[src/rtl/instr_type.sv]
// Shared instruction-type definitions: fence kinds and the fence controller state.
package instr_type;

    typedef enum logic [1:0] {
        fk_fence   = 2'd0,
        fk_fence_i = 2'd1,
        fk_invalid = 2'd2
    } fence_kind_t;

    typedef enum logic [2:0] {
        FS_IDLE  = 3'd0,
        FS_DRAIN = 3'd1,
        FS_INVAL = 3'd2,
        FS_FLUSH = 3'd3,
        FS_DONE  = 3'd4
    } fence_state_t;

endpackage

[src/rtl/fence_ctrl.sv]
// FENCE / FENCE.I sequencer: drains the store buffer, optionally invalidates the
// I-cache and flushes fetch, with a bounded wait in DRAIN and INVAL.
module fence_ctrl
    import instr_type::*;
#(
    parameter int TIMEOUT = 255
) (
    input  logic        clk,
    input  logic        rst,
    input  logic        req_valid,
    input  fence_kind_t req_kind,
    input  logic [31:0] req_pc,
    output logic        req_ready,
    output logic        sb_drain,
    input  logic        sb_empty,
    output logic        ic_inv_req,
    input  logic        ic_inv_ack,
    output logic        flush,
    output logic [31:0] redirect_pc,
    output logic        stall,
    output logic        done,
    output logic        illegal,
    output logic        timeout
);

    localparam int CW = ($clog2(TIMEOUT + 1) > 8) ? $clog2(TIMEOUT + 1) : 8;

    fence_state_t  state_q, state_d;
    fence_kind_t   kind_q, kind_d;
    logic [31:0]   pc_q, pc_d;
    logic [CW-1:0] cnt_q, cnt_d;
    logic          illegal_q, illegal_d;
    logic          tmo_q, tmo_d;
    logic          cnt_hit;

    // Counter reaches TIMEOUT on this edge; exits are tested first so they win.
    assign cnt_hit = (cnt_q + CW'(1)) >= CW'(TIMEOUT);

    always_ff @(posedge clk or posedge rst) begin
        if (rst) begin
            state_q   <= FS_IDLE;
            kind_q    <= fk_invalid;
            pc_q      <= '0;
            cnt_q     <= '0;
            illegal_q <= 1'b0;
            tmo_q     <= 1'b0;
        end else begin
            state_q   <= state_d;
            kind_q    <= kind_d;
            pc_q      <= pc_d;
            cnt_q     <= cnt_d;
            illegal_q <= illegal_d;
            tmo_q     <= tmo_d;
        end
    end

    always_comb begin
        state_d   = state_q;
        kind_d    = kind_q;
        pc_d      = pc_q;
        cnt_d     = '0;
        illegal_d = 1'b0;
        tmo_d     = 1'b0;
        case (state_q)
            FS_IDLE: begin
                if (req_valid) begin
                    if (req_kind == fk_fence || req_kind == fk_fence_i) begin
                        kind_d  = req_kind;
                        pc_d    = req_pc + 32'd4;
                        state_d = FS_DRAIN;
                    end else begin
                        illegal_d = 1'b1;
                    end
                end
            end
            FS_DRAIN: begin
                if (sb_empty) begin
                    state_d = (kind_q == fk_fence_i) ? FS_INVAL : FS_DONE;
                end else if (cnt_hit) begin
                    state_d = FS_DONE;
                    tmo_d   = 1'b1;
                end else begin
                    cnt_d = cnt_q + CW'(1);
                end
            end
            FS_INVAL: begin
                if (ic_inv_ack) begin
                    state_d = FS_FLUSH;
                end else if (cnt_hit) begin
                    state_d = FS_DONE;
                    tmo_d   = 1'b1;
                end else begin
                    cnt_d = cnt_q + CW'(1);
                end
            end
            FS_FLUSH: state_d = FS_DONE;
            FS_DONE:  state_d = FS_IDLE;
            default:  state_d = FS_IDLE;
        endcase
    end

    // Moore outputs; req_ready is additionally masked by rst so it is low throughout reset.
    always_comb begin
        req_ready   = (state_q == FS_IDLE) && !rst;
        sb_drain    = (state_q == FS_DRAIN);
        ic_inv_req  = (state_q == FS_INVAL);
        flush       = (state_q == FS_FLUSH);
        redirect_pc = (state_q == FS_FLUSH) ? pc_q : 32'd0;
        stall       = (state_q != FS_IDLE);
        done        = (state_q == FS_DONE);
        illegal     = illegal_q;
        timeout     = tmo_q;
    end

endmodule

[config.mk]
export PLATFORM = sky130hd
export DESIGN_NAME = fence_ctrl
export DESIGN_NICKNAME = d
export VERILOG_FILES = /design/src/rtl/instr_type.sv /design/src/rtl/fence_ctrl.sv
export SDC_FILE = /design/constraint.sdc
export NUM_CORES = 1
export LEC_CHECK = 0
export ABC_AREA = 1
export ABC_CLOCK_PERIOD_IN_PS = 2100
export BUFFER_PORTS_ARGS = -buffer_cell sky130_fd_sc_hd__buf_2
export CORE_MARGIN = 2
export CORE_UTILIZATION = 40
export CTS_CLUSTER_SIZE = 12
export DETAILED_ROUTE_END_ITERATION = 10
export GPL_TIMING_DRIVEN = 1
export PLACE_DENSITY_LB_ADDON = 0.05
export SYNTH_ARGS = -nofsm -noshare
export SYNTH_HDL_FRONTEND = slang
export SYNTH_SLANG_ARGS = --single-unit
[constraint.sdc]
create_clock -name clk -period 2.1 [get_ports clk]
set_input_delay 0.315 -clock clk [delete_from_list [all_inputs] [get_ports clk]]
set_output_delay 0.315 -clock clk [all_outputs]
set_load 0.02 [all_outputs]
==> results.md <==
- Clock power share: 0.238
- Total Wirelength: 7765 µm
- Post-Synthesis Cells: between 400 and 500
- Slew @ Worst Pin: 0.5656 ns
- CTS resizes: 0
- Antenna fix cells: 0
- Pint: 0.002125 W
- Mapped Area: 3136 µm²
- Avg Vias per Cell: 4.624
- Period Utilization, post-route: 0.9349
- CP max stage cell: dfrtp_1
- CTS sink cnt: 47
- WL met3: 256 µm
- Rows: 32
- Synth cell count leaders: nand2_1 (108), inv_1 (78), nor2_1 (72), dfrtp_1 (46), nand3_1 (27)
- Die area: 8563 µm²
- DIE HEIGHT: 92.54 µm
- Yosys top cell area share: 0.3671
- Post-CTS setup buffers: 0
- CTS Hold Bufs: 0
- Largest net degree at the start of global routing: 32
- Top layer in use: met4
- CP startpoint: state_q[2]$_DFFE_PP0P_
- Gpl congestion: 0.8667
- Overall Global Routing Usage: 0.1938
- Total negative slack: 0 ns
- Max cap viols: 0
- Max_slew headroom: 0.6224
- Sequential Power Share: 0.412
- Combinational share of power: 0.350
- Fill cells: between 800 and 900
- H-tree levels: 2
- Initial drt markers: 113
- P_sw: about 0.0012 W
- Unrepaired setup endpoints after global routing: no
- Share of cells above drive strength 1: 0.2547
- Count leader, synth: nand2_1
- Most used flip-flop cell after synthesis: dfrtp_1
- Leakage power figure: slightly below 2 nW
- Core area: 7647 µm²
- Area added between synthesis and finish: 20.95%
- Total CTS buffers: 5
- VDD IR-drop max: 0.3834 mV
- Skew-Pair Late Insertion Delay: about 0.30 ns
- Worst-path fanout max: 31
- Root Buffer: clkbuf_8
- CTS Buffer Depth: 2
- First-pass GRT wire length: 13220 µm
- Wire per inst: around 12 µm
- Crit path cell chain: nor2_2 -> nand2_1 -> buf_4 -> nor2_1 -> buf_2
- Initial core utilization: 0.4100
- WP buf/inv: 2
- Antenna Nets Post-Route: 0
- Final setup skew: 0.007590 ns
- Critical path arrival: 1.65 ns
- Worst-path clk slew: 0.09 ns
- R2R Path Start: cnt_q[0]$_DFF_PP0_
- Drc violations: 0
- M1 WL: 3693 µm
- Crit path capture type: output port
- Sw Ratio: 0.3694
- TritonCTS clock tree: done
- Met2 wire len: 3712 µm
- Pwr Density: between 800 and 900 nW/µm²
- Fraction of registers with async set/reset: 1.000
- Vias: 2941
- Max Fclk: between 500 and 600 MHz
- Ranking of synthesized cells by area: dfrtp_1 (37%), nand2_1 (13%), inv_1 (9.3%)
- Delay-heaviest family, CP: flip-flops
- Pins over their slew limit: 0
- Antenna violations before repair: 0
- Hold Vio Cnt, Final: 0
- Die X: just over 90 µm
- Worst Path Required: 1.78 ns
- Synth cell types: 34
- Setup crit start kind: flop
- Yosys warns: 0
- Outcome: finished clean
- Hold WS: 0.07390 ns
- Final #Nets: 575
- IO Pins: about 80
- Mapped Avg Cell Area: 6.922 µm²
- Crit Path Class: flop to output port
- EDFF count, synth: 0
- Drt first pass iters: 4
- Total congestion overflow: 0
- Post-synthesis sequential area ratio: 0.3755
- Number of global-route vias before repair: 2847
- Leading area contributor after synthesis: dfrtp_1
- Setup-failing EPs final: 0
- Hold Crit Class: primary input to async pin
- Yosys reg bits: 47
- Max stage delay on crit path: 0.46 ns
- Min Tclk post-route: about 2.0 ns
- Syn Nets: 495
- Post-DP HPWL: 6148 µm
- Port Buffers: 78
[cell type report]
type	instances	area [µm²]	share of cell area
repair buffers	82	445.4	0.1175
flip-flops and latches	47	1177	0.3105
clock inverters	2	60.06	0.01584
clock buffers	6	72.57	0.01914
well taps	102	127.6	0.03365
multi-input cells	314	1598	0.4213
inverters	83	311.5	0.08215
[kinds of logic after synthesis]
logic type | synth area share
AOI/OAI and AO/OA | 0.07782
and+or+nand+nor | 0.3951
buffers and inverters | 0.1149
DFF | 0.3755
adders and majority gates | 0.01197
xor gates and xnor gates | 0.02474
[layer usage]
layer,global-route usage,vias to the layer above
met1,0.2557,1330
met5,0,-
met4,0.04478,0
met3,0.03092,7
li1,-,1547
met2,0.3339,57
[stage by stage]
step | power [W] | util | std cells | setup WS, ns | cell area, µm²
6_report | 0.003370 | 0.4959 | 636 | 0.1367 | 3792
2_1_floorplan | 0.002244 | - | 453 | 0.5568 | 3136
5_1_grt | 0.003655 | 0.4959 | 636 | 0.006580 | 3792
3_5_place_dp | 0.002609 | 0.4786 | 628 | 0.3618 | 3660
4_1_cts | 0.003418 | 0.4959 | 636 | 0.1238 | 3792
3_3_place_gp | 0.002588 | 0.4786 | 628 | 0.4189 | 3660
[final timing paths]
check,endpoint,slack [ns],cells after the start
setup / recovery,redirect_pc[31],0.14,5
hold / removal,timeout$_DFF_PP0_,0.07,2
setup reg to reg,cnt_q[0]$_DFF_PP0_,0.35,9
hold reg to reg,kind_q[1]$_DFFE_PP1P_,0.47,2
max in group asynchronous,cnt_q[1]$_DFF_PP0_,1.50,3
min in group clk,pc_q[1]$_DFFE_PP0P_,0.22,3
[power by group through the flow]
stage / logic [W] / registers, W / clock network (W)
after floorplan: 0.000866 / 0.00138 / 0
after global placement: 0.00118 / 0.00140 / 0
after detailed placement: 0.00120 / 0.00141 / 0
after CTS: 0.00121 / 0.00139 / 0.000822
after global routing: 0.00135 / 0.00143 / 0.000875
final: 0.00118 / 0.00139 / 0.000801
[sequential cells by signal, summed over array words and instances (netlist names)]
name     flops
kind_q       2
illegal      1
pc_q        32
timeout      1
state_q      3
cnt_q        8
[cells in the final DEF, fill, tap and decap left out, drive strengths merged, types with 3 or more instances in the layout]
master  count
o22ai       3
a21oi       3
buf        82
clkbuf      6
nor2       87
nor3       14
nand2     118
o21ai      32
nand3b      3
dfrtp      46
a31oi       5
nand3      31
nand4       4
ha          3
inv        83
xor2        6
Note: power is estimated with default switching activity, not from simulation.
